### src/rtl/vend_pkg.sv
// Shared vending types: coin denominations, dispenser states, cent values.
// Helpers for coin value lookup and refund amount validation.
package vend_pkg;

  typedef enum logic [1:0] {
    COIN_Q,
    COIN_D,
    COIN_N
  } coin_e;

  typedef enum logic [2:0] {
    IDLE,
    SELECT,
    PULSE,
    GAP,
    DONE
  } disp_state_e;

  localparam logic [6:0] CENTS_Q    = 7'd25;
  localparam logic [6:0] CENTS_D    = 7'd10;
  localparam logic [6:0] CENTS_N    = 7'd5;
  localparam logic [6:0] MAX_CREDIT = 7'd99;

  function automatic logic [6:0] coin_cents(coin_e c);
    logic [6:0] v;
    v = CENTS_N;
    unique case (c)
      COIN_Q:  v = CENTS_Q;
      COIN_D:  v = CENTS_D;
      default: v = CENTS_N;
    endcase
    return v;
  endfunction

  function automatic logic amount_ok(logic [6:0] a);
    return (a <= MAX_CREDIT) && ((a % 7'd5) == 7'd0);
  endfunction

endpackage

### src/rtl/change_dispenser_if.sv
// Refund request / dispenser status bundle.
// COIN_INVENTORY_EN adds the restock request line.
interface change_dispenser_if;
  logic       start;
  logic [6:0] amount;
`ifdef COIN_INVENTORY_EN
  logic       restock;
`endif
  logic       busy;
  logic       done;
  logic       error;
  logic       eject_q;
  logic       eject_d;
  logic       eject_n;
  logic [6:0] remaining;

`ifdef COIN_INVENTORY_EN
  modport master (
    output start, amount, restock,
    input  busy, done, error,
    input  eject_q, eject_d, eject_n,
    input  remaining
  );
  modport slave (
    input  start, amount, restock,
    output busy, done, error,
    output eject_q, eject_d, eject_n,
    output remaining
  );
`else
  modport master (
    output start, amount,
    input  busy, done, error,
    input  eject_q, eject_d, eject_n,
    input  remaining
  );
  modport slave (
    input  start, amount,
    output busy, done, error,
    output eject_q, eject_d, eject_n,
    output remaining
  );
`endif
endinterface

### src/rtl/pulse_timer.sv
// Loadable down-counter with zero flag.
// Shared by the eject pulse and settle gap phases.
module pulse_timer #(
  parameter int W = 16
) (
  input  logic         clk_i,
  input  logic         rst_i,
  input  logic         load_i,
  input  logic [W-1:0] val_i,
  output logic         zero_o
);

  logic [W-1:0] cnt_q;

  always_ff @(posedge clk_i) begin
    if (rst_i)
      cnt_q <= '0;
    else if (load_i)
      cnt_q <= val_i;
    else if (cnt_q != '0)
      cnt_q <= cnt_q - 1'b1;
  end

  assign zero_o = (cnt_q == '0);

endmodule

### src/rtl/change_dispenser.sv
// Greedy coin ejector driving quarter/dime/nickel solenoids.
// COIN_INVENTORY_EN adds finite per-coin stock with restock.
import vend_pkg::*;

module change_dispenser #(
  parameter int PULSE_CYCLES = 4,
  parameter int GAP_CYCLES   = 4
`ifdef COIN_INVENTORY_EN
  ,
  parameter int STOCK_INIT   = 15
`endif
) (
  input  logic                clk_i,
  input  logic                rst_i,
  change_dispenser_if.slave   bus
);

  localparam int TW = 16;

  disp_state_e state_q, state_d;
  coin_e       coin_q, coin_d;
  logic [6:0]  rem_q, rem_d;
  logic        err_q, err_d;
  logic        eq_q, ed_q, en_q;
  logic        eq_d, ed_d, en_d;
  logic        tload;
  logic [TW-1:0] tval;
  logic        tzero;
  logic        ok_q, ok_d, ok_n;
  logic        rem_zero, none_fit;

  pulse_timer #(.W(TW)) u_timer (
    .clk_i  (clk_i),
    .rst_i  (rst_i),
    .load_i (tload),
    .val_i  (tval),
    .zero_o (tzero)
  );

`ifdef COIN_INVENTORY_EN
  logic [3:0] sq_q, sd_q, sn_q;
  logic [3:0] sq_d, sd_d, sn_d;

  assign ok_q     = (rem_q >= CENTS_Q) && (sq_q != 4'd0);
  assign ok_d     = (rem_q >= CENTS_D) && (sd_q != 4'd0);
  assign ok_n     = (rem_q >= CENTS_N) && (sn_q != 4'd0);
  assign none_fit = !rem_zero && !(ok_q || ok_d || ok_n);
`else
  assign ok_q     = (rem_q >= CENTS_Q);
  assign ok_d     = (rem_q >= CENTS_D);
  assign ok_n     = (rem_q >= CENTS_N);
  assign none_fit = 1'b0;
`endif

  assign rem_zero = (rem_q == 7'd0);

  always_comb begin
    state_d = state_q;
    coin_d  = coin_q;
    rem_d   = rem_q;
    err_d   = 1'b0;
    tload   = 1'b0;
    tval    = '0;
`ifdef COIN_INVENTORY_EN
    sq_d    = sq_q;
    sd_d    = sd_q;
    sn_d    = sn_q;
`endif
    unique case (state_q)
      IDLE: begin
`ifdef COIN_INVENTORY_EN
        if (bus.restock) begin
          sq_d = 4'(STOCK_INIT);
          sd_d = 4'(STOCK_INIT);
          sn_d = 4'(STOCK_INIT);
        end
`endif
        if (bus.start) begin
          if (amount_ok(bus.amount)) begin
            rem_d   = bus.amount;
            state_d = SELECT;
          end else begin
            err_d = 1'b1;
          end
        end
      end
      SELECT: begin
        tval = TW'(PULSE_CYCLES - 1);
        unique case (1'b1)
          rem_zero: state_d = DONE;
          none_fit: begin
            err_d   = 1'b1;
            state_d = DONE;
          end
          ok_q: begin
            coin_d  = COIN_Q;
            tload   = 1'b1;
            state_d = PULSE;
          end
          (!ok_q && ok_d): begin
            coin_d  = COIN_D;
            tload   = 1'b1;
            state_d = PULSE;
          end
          default: begin
            coin_d  = COIN_N;
            tload   = 1'b1;
            state_d = PULSE;
          end
        endcase
      end
      PULSE: begin
        if (tzero) begin
          rem_d   = rem_q - coin_cents(coin_q);
          tload   = 1'b1;
          tval    = TW'(GAP_CYCLES - 1);
          state_d = GAP;
`ifdef COIN_INVENTORY_EN
          unique case (coin_q)
            COIN_Q:  sq_d = sq_q - 4'd1;
            COIN_D:  sd_d = sd_q - 4'd1;
            default: sn_d = sn_q - 4'd1;
          endcase
`endif
        end
      end
      GAP: begin
        if (tzero)
          state_d = SELECT;
      end
      DONE:    state_d = IDLE;
      default: state_d = IDLE;
    endcase
  end

  // Drive ejects from the next state so they line up with PULSE exactly.
  always_comb begin
    eq_d = (state_d == PULSE) && (coin_d == COIN_Q);
    ed_d = (state_d == PULSE) && (coin_d == COIN_D);
    en_d = (state_d == PULSE) && (coin_d == COIN_N);
  end

  always_ff @(posedge clk_i) begin
    if (rst_i) begin
      state_q <= IDLE;
      coin_q  <= COIN_Q;
      rem_q   <= 7'd0;
      err_q   <= 1'b0;
      eq_q    <= 1'b0;
      ed_q    <= 1'b0;
      en_q    <= 1'b0;
    end else begin
      state_q <= state_d;
      coin_q  <= coin_d;
      rem_q   <= rem_d;
      err_q   <= err_d;
      eq_q    <= eq_d;
      ed_q    <= ed_d;
      en_q    <= en_d;
    end
  end

`ifdef COIN_INVENTORY_EN
  always_ff @(posedge clk_i) begin
    if (rst_i) begin
      sq_q <= 4'(STOCK_INIT);
      sd_q <= 4'(STOCK_INIT);
      sn_q <= 4'(STOCK_INIT);
    end else begin
      sq_q <= sq_d;
      sd_q <= sd_d;
      sn_q <= sn_d;
    end
  end
`endif

  assign bus.busy      = (state_q != IDLE);
  assign bus.done      = (state_q == DONE);
  assign bus.error     = err_q;
  assign bus.eject_q   = eq_q;
  assign bus.eject_d   = ed_q;
  assign bus.eject_n   = en_q;
  assign bus.remaining = rem_q;

endmodule
### src/flat_wrapper.sv
// flat-port wrapper written by rule: the top's interface ports become plain ports
module change_dispenser_flat 
#(
  parameter int PULSE_CYCLES = 4,
  parameter int GAP_CYCLES   = 4

)
  (clk_i, rst_i, bus_start, bus_amount, bus_busy, bus_done, bus_error, bus_eject_q, bus_eject_d, bus_eject_n, bus_remaining);
  change_dispenser_if bus_i ();
  input  logic clk_i;
  input  logic rst_i;
  input wire logic [$bits(bus_i.start)-1:0] bus_start;
  input wire logic [$bits(bus_i.amount)-1:0] bus_amount;
  output wire logic [$bits(bus_i.busy)-1:0] bus_busy;
  output wire logic [$bits(bus_i.done)-1:0] bus_done;
  output wire logic [$bits(bus_i.error)-1:0] bus_error;
  output wire logic [$bits(bus_i.eject_q)-1:0] bus_eject_q;
  output wire logic [$bits(bus_i.eject_d)-1:0] bus_eject_d;
  output wire logic [$bits(bus_i.eject_n)-1:0] bus_eject_n;
  output wire logic [$bits(bus_i.remaining)-1:0] bus_remaining;
  assign bus_i.start = bus_start;
  assign bus_i.amount = bus_amount;
  assign bus_busy = bus_i.busy;
  assign bus_done = bus_i.done;
  assign bus_error = bus_i.error;
  assign bus_eject_q = bus_i.eject_q;
  assign bus_eject_d = bus_i.eject_d;
  assign bus_eject_n = bus_i.eject_n;
  assign bus_remaining = bus_i.remaining;
  change_dispenser #(.PULSE_CYCLES(PULSE_CYCLES), .GAP_CYCLES(GAP_CYCLES)) u_core (.clk_i(clk_i), .rst_i(rst_i), .bus(bus_i));
endmodule
### config.mk
export PLATFORM = sky130hd
export DESIGN_NAME = change_dispenser_flat
export DESIGN_NICKNAME = d
export VERILOG_FILES = /design/src/rtl/vend_pkg.sv /design/src/rtl/change_dispenser_if.sv /design/src/rtl/pulse_timer.sv /design/src/rtl/change_dispenser.sv /design/src/flat_wrapper.sv
export SDC_FILE = /design/constraint.sdc
export NUM_CORES = 1
export LEC_CHECK = 0
export ABC_AREA = 1
export BUFFER_PORTS_ARGS = -buffer_cell sky130_fd_sc_hd__buf_2
export CAP_MARGIN = 30
export CORE_MARGIN = 2
export CORE_UTILIZATION = 54
export CTS_BUF_LIST = sky130_fd_sc_hd__clkbuf_16
export CTS_CLUSTER_SIZE = 16
export DETAILED_ROUTE_END_ITERATION = 8
export PLACE_DENSITY = 0.74
export SYNTH_ARGS = -nofsm -noshare
export SYNTH_HDL_FRONTEND = slang
export SYNTH_SLANG_ARGS = --single-unit
### constraint.sdc
create_clock -name clk_i -period 2.92 [get_ports clk_i]
set_clock_uncertainty 0.05 [all_clocks]
set_input_delay 0.584 -clock clk_i [delete_from_list [all_inputs] [get_ports clk_i]]
set_output_delay 0.584 -clock clk_i [all_outputs]
set_load 0.005 [all_outputs]
**Word-level counts from Yosys, hierarchy flattened**

Cells that the tools add are included.

- Bits in registers: 32
- RAM bits: 0
- Bits in latches: 0
- Bits in read-only memories: 0
- Memories kept: 0
- Input bits: 10
- Output and inout bits: 13

- Multiplexer cells: 23
- Bitwise logic cells: 2
- Shift operators: 0
- $lt $le $gt $ge: 3
- Add/sub/neg operators: 2
- Divide/modulo/power cells: 1
- Multiply operators: 0
- Equal/unequal tests: 11
- Reduce and logical (&&, ||, !) cells: 18

Operator list:

| kind | number |
|---|---|
| 7-bit 2-to-1 mux | 5 |
| 16-bit 2-to-1 mux | 2 |
| 16-bit one-hot mux with 2 select lines | 1 |
| 16-bit logical NOT | 1 |
| 16-bit nonzero test | 1 |
| 16-bit by 1-bit subtractor with 16-bit output (second input constant) | 1 |
| 3-bit 2-to-1 mux | 5 |
| 7-bit logical NOT | 2 |
| 7-bit one-hot mux with 2 select lines | 1 |
| 3-bit one-hot mux with 4 select lines | 1 |
| 5-bit one-hot mux with 2 select lines | 1 |
| 3-bit by 2-bit equality test with 1-bit output (second input constant) | 3 |
| 7-bit by 4-bit >= comparator with 1-bit output (second input constant) | 1 |
| 7-bit by 5-bit >= comparator with 1-bit output (second input constant) | 1 |
| 7-bit <= comparator (second input constant) | 1 |
| 7-bit by 3-bit modulo with 7-bit output (second input constant) | 1 |
| 7-bit subtractor | 1 |
| 2-bit one-hot mux with 3 select lines | 1 |
| 1-bit logical AND | 5 |
| 2-bit by 1-bit equality test with 1-bit output (second input constant) | 2 |
| 2-bit logical NOT | 2 |
| 2-bit 2-to-1 mux | 2 |
| 2-bit by 1-bit != test with 1-bit output (second input constant) | 2 |
| 4-bit AND reduction | 1 |
| other kinds (12) | 16 |

**Depth between registers and ports, before layout**

Gate-level depths: netlist (run 1).

- Word-level depth: 8
- Gate-level depth with buffers: 27

**By module**

Synthesis (run 1) repeated with hierarchy kept, for this count alone.

- Cell total of the unflattened synthesis: 393
- Area, all modules: 2406.1 um2

Modules (own cells, without submodules):

| module | area each (um2) | sequential area each (um2) | cells an instance | times used |
|---|---|---|---|---|
| change_dispenser | 1291.2 | 320.3 | 214 | 1 |
| pulse_timer | 1114.8 | 320.3 | 179 | 1 |

**Least setup slack after synthesis (run 1)**

No wires, ideal clock.

- Path kind: input to register
- Start point: in bus_amount[4]
- End point: reg u_core.rem_q[0], in the netlist u_core.bus.remaining[0]
- Slack: 493 ps
- Data required time: 2757 ps
- Library setup time: 113 ps
- Cell stages on the path: 24
- Path buffers: 0
- Arrival time: 2264 ps
- Path through: inv_2 -> nand3_1 -> nand3_2 -> nand2_2 -> nand2_2 -> nand2_1 -> nand2_1 -> inv_2 -> nand2_2 -> nand3_2 -> nand2_4 -> nand2_4 -> nand2_4 -> nand2_2 -> nand2_2 -> inv_2 -> nor2_4 -> nand3_2 -> nand2_2 -> nand2_4 -> nand2_8 -> nand2_8 -> nor2_1 -> nor2_1

- Word-level cells in the longest chain between the ends: 5
- Elaborated cells between the ends (all ways): 6
- Those cells by class: div: 1; order compare: 1; eq/ne: 1; reduce/logical: 3

Ends and longest elaborated chain:

| element | RTL line | text |
|---|---|---|
| from (decl) | flat_wrapper.sv:13 | `input wire logic [$bits(bus_i.amount)-1:0] bus_amount;` |
| 7-bit by 3-bit modulo with 7-bit output | vend_pkg.sv:36 | `return (a <= MAX_CREDIT) && ((a % 7'd5) == 7'd0);` |
| 7-bit logical NOT | vend_pkg.sv:36 |  |
| 1-bit logical AND * | vend_pkg.sv:36 |  |
| 2-bit by 1-bit != test with 1-bit output (no source line) * | - |  |
| 4-bit AND reduction (no source line) * | - |  |
| to (signal assigned) | change_dispenser.sv:155 | `rem_q <= rem_d;` |
| to (decl) | change_dispenser.sv:22 | `logic [6:0] rem_q, rem_d;` |

Mark *: on every way between the ends. The rest lies on a longest branch, timed or not.
A chain may end at the register's enable or synchronous reset.

**Worst setup path in the final report (run 1)**

- Start point: in bus_amount[4]
- End point: reg u_core.rem_q[2], in the netlist u_core.bus.remaining[2]

The elaborated chain is that of the path after synthesis.

==> results.yml, run 1 <==
status:
  status: "complete, no violations"
die:
  die-width_um: 67.6
  core-area_um2: 3940
  die-area_um2: 4560
  start_util_pct: 55.3
  die_h_um: 67.6
  ios: 23
  num_rows: 23
pwr:
  power_frac_clock_pct: 23.9
  power_frac_seq_pct: 31.2
  internal_power_uw: 1220
  p_comb_share_pct: 44.9
  p_sw_share_pct: 41.2
  peakVddDrop_uv: 521
  power_switching_uw: 853
  p_leak_uw: 0.00122
  p_per_area_nw_per_um2: 835
final_layout:
  num_antenna_cells: 0
  area.growth.synth_to_final_pct: 13.7
  final_nets: 374
  drive_above_1_share_pct: 21.8
  post-route-cell-area_um2: 2480
  fill_cells: 371
global_route:
  grt_busiest_layer: "met2"
  grt_antenna_before_repair: 0
  grt_max_degree: 15
  globalRouteMet2Util_pct: 36.6
  grt_pass1_wl_um: 7970
  use_met1_pct: 31.5
  grt_use_total_pct: 23.3
  gr-total-overflow: 0
  grt_pass1_vias: 1846
  grtUsageMet3_pct: 6.00
timing:
  fin_crit_sh_pct: 85.6
  finalHoldViolations: 0
  worst_slew_pin_slew_ns: 0.459
  finalSetupTns_ns: 0
  setup_violations: 0
  maxSlewViolCount: 0
  min_period_ns: 2.50
  rsz0062_at_grt: "false"
  relSlewSlack_pct: 69.3
  fmax_mhz: 400
synth:
  synth.avg_cell_area_um2: 6.57
  synth.most_common_cell: "nand2_1"
  async_reset_ff_share_pct: 0
  synth_edf_count: 0
  yosysUniqueCellTypes: 35
  ys_ff_latch: 32
  yosysTopAreaCell: "dfxtp_1"
  synth.cell_area_um2: 2180
  syn_inst: 332
  synthTopCellsByCount: "69 x nand2_1, 51 x nor2_1, 32 x dfxtp_1, 30 x inv_1, 22 x nand3_1"
  yosysWarningCount: 0
  synth_fp_nets: 349
  ys.flop_type: "dfxtp_1"
  synth_area_leaders: "dfxtp_1 29%, nand2_1 12%, nor2_1 8.8%"
  seq_area_frac_synth_pct: 29.4
  synth_top_cell_area_share_pct: 29.4
worst_setup_path:
  critPathKind: "in2reg"
  required_ns: 3.04
  worstSetupEndpointType: "register"
  startpoint_type: "primary input"
  critPathMaxFanout: 10
  cp.arrival_ns: 2.62
job:
  maxCapViolations: 0
cts:
  cts.reportedPaths.clkPinSlew_ns: 0.05
  insertion_delay_ns: 0.28
  cts_buffers: 5
  clockBufferDepth: 2
  cts.repair.resized: 0
  htree_levels: 2
  cts_sinks: 32
  root_buffer: "clkbuf_16"
  cts_tree: "built"
  hold_buffers: 0
  post_cts_buffers: 0
detailed_routing:
  drt-initial-drc-count: 83
  wl_per_cell_um: 11.4
  vias: 2059
  wl_um: 4640
  drt-pass1-iter-count: 4
  via_per_inst: 5.05
  ant_nets: 0
  drc: 0
place:
  portBuffers: 22
  dp_hpwl_um: 3640
  dpl-instance-area_um2: 2340
  gp_congestion: 0.862
min_path:
  worstHoldPathType: "reg2reg"
[cell usage in the layout, fill, tap and decap left out, types with 2 or more instances in the layout]
cell       synthesis  layout
buf_2              0      22
xor2_1             7       7
dfxtp_1           32      32
a211oi_1           2       2
a21oi_1           14      14
o21ai_0           11      11
inv_2             17      17
nor4_1             5       5
nand3b_1           2       2
clkbuf_16          0       5
nand3_1           22      22
o21ai_1            4       4
nand2_4            4       4
nand2_1           69      69
clkinv_1           2       3
nor3_1             9       9
inv_1             30      31
nand2_2           15      15
nand3_2            4       4
ha_1               6       6
nand2_8            2       2
xnor2_1            4       4
nor2_1            51      51
o21ai_2            3       3
a21oi_2            2       2
[area by class of cell]
class / count / area, um2 / area share (%)
clock inverters: 3 / 15.0 / 0.606
repair buffers: 22 / 110 / 4.44
flip-flops and latches: 32 / 641 / 25.8
multi-input cells: 247 / 1340 / 54.1
well taps: 50 / 62.6 / 2.52
inverters: 49 / 184 / 7.42
clock buffers: 5 / 125 / 5.05
[stage by stage]
step / std cells / power, uW / setup WS [ns] / utilization (%) / hold WS, ns
finish: 408 / 2070 / 0.420 / 62.9 / 0.443
global route: 408 / 2260 / 0.187 / 62.9 / 0.460
CTS: 408 / 2080 / 0.407 / 62.9 / 0.446
detailed placement: 400 / 1570 / 0.133 / 59.3 / 0.436
global placement: 400 / 1560 / 0.155 / 59.3 / 0.428
floorplan: 332 / 1390 / 0.493 / - / 0.403
[kinds of logic (layout without fill, tap and decap cells)]
group | Yosys count | count (layout) | share of synthesized area [%]
AND/OR/NAND/NOR | 189 | 189 | 41.9
buffers and inverters | 53 | 79 | 9.12
AO/OA/AOI/OAI | 40 | 40 | 10.8
flip-flops | 32 | 32 | 29.4
XOR/XNOR | 11 | 11 | 4.42
adder cells (fa/ha/maj) | 7 | 7 | 4.36
[power by group through the flow]
stage	sequential (uW)	combinational (uW)	clock (uW)
after floorplan	631	761	0
after global placement	648	913	0
after detailed placement	651	922	0
after CTS	643	930	507
after global routing	659	1080	522
final	645	929	495
[per-layer routing]
layer  up-vias  routed length, um  part of all wire [%]
met5         -                  0                     0
met4         0                 57                   1.2
met3         5                158                   3.4
met2        29               2060                    44
met1       912               2370                    51
li1       1113                  -                     -
[sequential cells by signal, summed over array words and instances (netlist names)]
register and cells:
u_core.u_timer.cnt_q 16, u_core.bus.remaining 7, u_core.state_q 3, u_core.coin_q 2
u_core.bus.eject_d 1, u_core.bus.eject_n 1, u_core.bus.eject_q 1, u_core.bus.error 1
[critical path: stages]
cell     delay [ns]
buf_2          0.12
inv_2          0.10
nand3_1        0.12
nand3_2        0.09
nand2_2        0.06
nand2_2        0.07
nand2_1        0.05
nand2_1        0.09
inv_2          0.05
nand2_2        0.09
nand3_2        0.09
nand2_4        0.10
nand2_4        0.06
nand2_4        0.07
nand2_2        0.07
nand2_2        0.09
inv_2          0.05
nor2_4         0.10
nand3_2        0.08
nand2_2        0.09
nand2_4        0.07
nand2_8        0.08
nand2_8        0.08
nor2_1         0.12
nor2_1         0.05
[final timing paths]
kind	depth (start not counted)	from	slack, ns	end
setup / recovery	25	bus_amount[4]	0.42	u_core.bus.remaining[2]
hold / removal	2	u_core.u_timer.cnt_q[13]	0.44	u_core.u_timer.cnt_q[13]
setup reg to reg	9	u_core.u_timer.cnt_q[0]	0.58	u_core.u_timer.cnt_q[10]
hold reg to reg	2	u_core.u_timer.cnt_q[13]	0.44	u_core.u_timer.cnt_q[13]
(Power assumes the default switching activity.)
==> run 2, diff against run 1 <==
clock period = 2.75 ns   (was 2.92 ns; I/O delays follow)
==> run 2 against run 1 <==
Count of clock-buffer cells in the layout unchanged; critical endpoint is now u_core.bus.remaining[3]; largest cell class unchanged; sequential power rose by 6.0%; highest routed layer unchanged; worst setup slack worse by 0.16 ns.
==> results.yml, run 2 (same netlist as run 1, synthesis figures left out) <==
status:
  status: "complete, no violations"
final_layout:
  regMostFlops: "u_core.u_timer.cnt_q"
  num_antenna_cells: 0
  layout_common_cells: "69 x nand2_1, 51 x nor2_1, 32 x dfxtp_1"
  fill_cells: 383
  layoutNonFillerInstCount: 409
  layout_commonest_cell: "nand2_1"
  drive_above_1_share_pct: 22.3
  final_nets: 375
  area.growth.synth_to_final_pct: 15.1
  post-route-cell-area_um2: 2510
  largest_reg_flops: 16
cts:
  cts.repair.resized: 0
  root_buffer: "clkbuf_16"
  htree_levels: 2
  insertion_delay_ns: 0.28
  post_cts_buffers: 0
  cts_buffers: 5
  clockBufferDepth: 2
  cts_sinks: 32
  hold_buffers: 0
  cts_tree: "built"
  cts.reportedPaths.clkPinSlew_ns: 0.06
worst_setup_path:
  slowest_delay_ns: 0.33
  crit_top_cell: "nand2_2"
  required_ns: 2.87
  path_cells: "buf_2, inv_1, nand3_1, o21ai_1, inv_2, nand2_2, nor2_1, a21oi_2, nand2_2, nand2_2, inv_2, nor2_4, nand3_2, nand2_2, nand2_4, nand2_8, nand2_8, nor2_1, nor2_1"
  worstSetupEndpointType: "register"
  startpoint_type: "primary input"
  critPathKind: "in2reg"
  cp.arrival_ns: 2.61
  critPathMaxFanout: 10
  cp_slowest_cell: "o21ai_1"
job:
  maxCapViolations: 0
place:
  dp_hpwl_um: 3680
  portBuffers: 22
  gp_congestion: 0.876
  place_inst: 401
  dpl-instance-area_um2: 2350
detailed_routing:
  met2_length_um: 2150
  vias: 2063
  drc: 0
  ant_nets: 0
  wl_per_cell_um: 11.7
  wl_met1_um: 2330
  top_layer: "met4"
  wl_met3_um: 249
  via_per_inst: 5.04
  drt-initial-drc-count: 87
  wl_um: 4790
  drt-pass1-iter-count: 4
timing:
  fmax_mhz: 401
  maxSlewViolCount: 0
  rsz0062_at_grt: "false"
  min_period_ns: 2.50
  finalHoldViolations: 0
  fin_crit_sh_pct: 90.7
  setup_violations: 0
  finalSetupTns_ns: 0
  relSlewSlack_pct: 69.1
  worst_slew_pin_slew_ns: 0.462
  timing.hold.ws_ns: 0.447
die:
  die-width_um: 67.6
  ios: 23
  start_util_pct: 55.3
  core-area_um2: 3940
  die_h_um: 67.6
  die-area_um2: 4560
  num_rows: 23
global_route:
  grt_antenna_before_repair: 0
  grt_pass1_vias: 1849
  grt_use_total_pct: 23.5
  grt_max_degree: 15
  grt_pass1_wl_um: 8110
  gr-total-overflow: 0
pwr:
  p_leak_uw: 0.00124
  peakVddDrop_uv: 414
  p_total_uw: 2310
  p_per_area_nw_per_um2: 921
min_path:
  worstHoldPathType: "reg2reg"
-- run 2: changes by cell type in the layout (fill, tap and decap cells not counted), sizes merged --
cell / previous run / this run
buf: 22 / 23
bufinv: 0 / 1
clkinvlp: 1 / 0
-- run 2: worst paths after layout --
path                           startpoint                  endpoint  slack, ns  cells after the start
hold / removal    u_core.u_timer.cnt_q[4]   u_core.u_timer.cnt_q[4]       0.45                      2
setup reg to reg  u_core.u_timer.cnt_q[0]  u_core.u_timer.cnt_q[10]       0.43                      9
setup / recovery            bus_amount[5]   u_core.bus.remaining[3]       0.25                     19
hold reg to reg   u_core.u_timer.cnt_q[4]   u_core.u_timer.cnt_q[4]       0.45                      2
-- run 2: metal layers --
layer | global-route usage, % | up-vias
met1 | 32.1 | 903
met5 | 0 | -
met4 | 7.91 | 0
met3 | 5.00 | 7
li1 | - | 1114
met2 | 36.5 | 39
-- run 2: power by group --
| group | switching (uW) | total (uW) | internal, uW | leakage, uW |
|---|---|---|---|---|
| Sequential | 101 | 684 | 583 | 0.000262 |
| Clock | 202 | 624 | 422 | 0.0000850 |
| Combinational | 622 | 1000 | 380 | 0.000891 |
| Total | 925 | 2310 | 1390 | 0.00124 |
-- run 2: final cells by class --
cell class	instances	area (um2)	area share, %
flip-flops and latches	32	641	25.5
well taps	50	62.6	2.49
multi-input cells	247	1340	53.4
clock inverters	3	38.8	1.55
repair buffers	23	118	4.69
clock buffers	5	125	4.99
inverters	49	184	7.33
-- run 2: metrics by stage --
step,setup slack [ns],utilization (%)
global placement,0.0800,59.5
global route,0.0369,63.7
floorplan,0.357,-
detailed placement,0.0280,59.5
finish,0.255,63.7
CTS,0.293,63.7
-- run 2: critical path: cells and delay by family --
family | cells | cell delay (ns)
AO/OA/AOI/OAI | 2 | 0.50
AND/OR/NAND/NOR | 13 | 1.16
buffers and inverters | 4 | 0.39
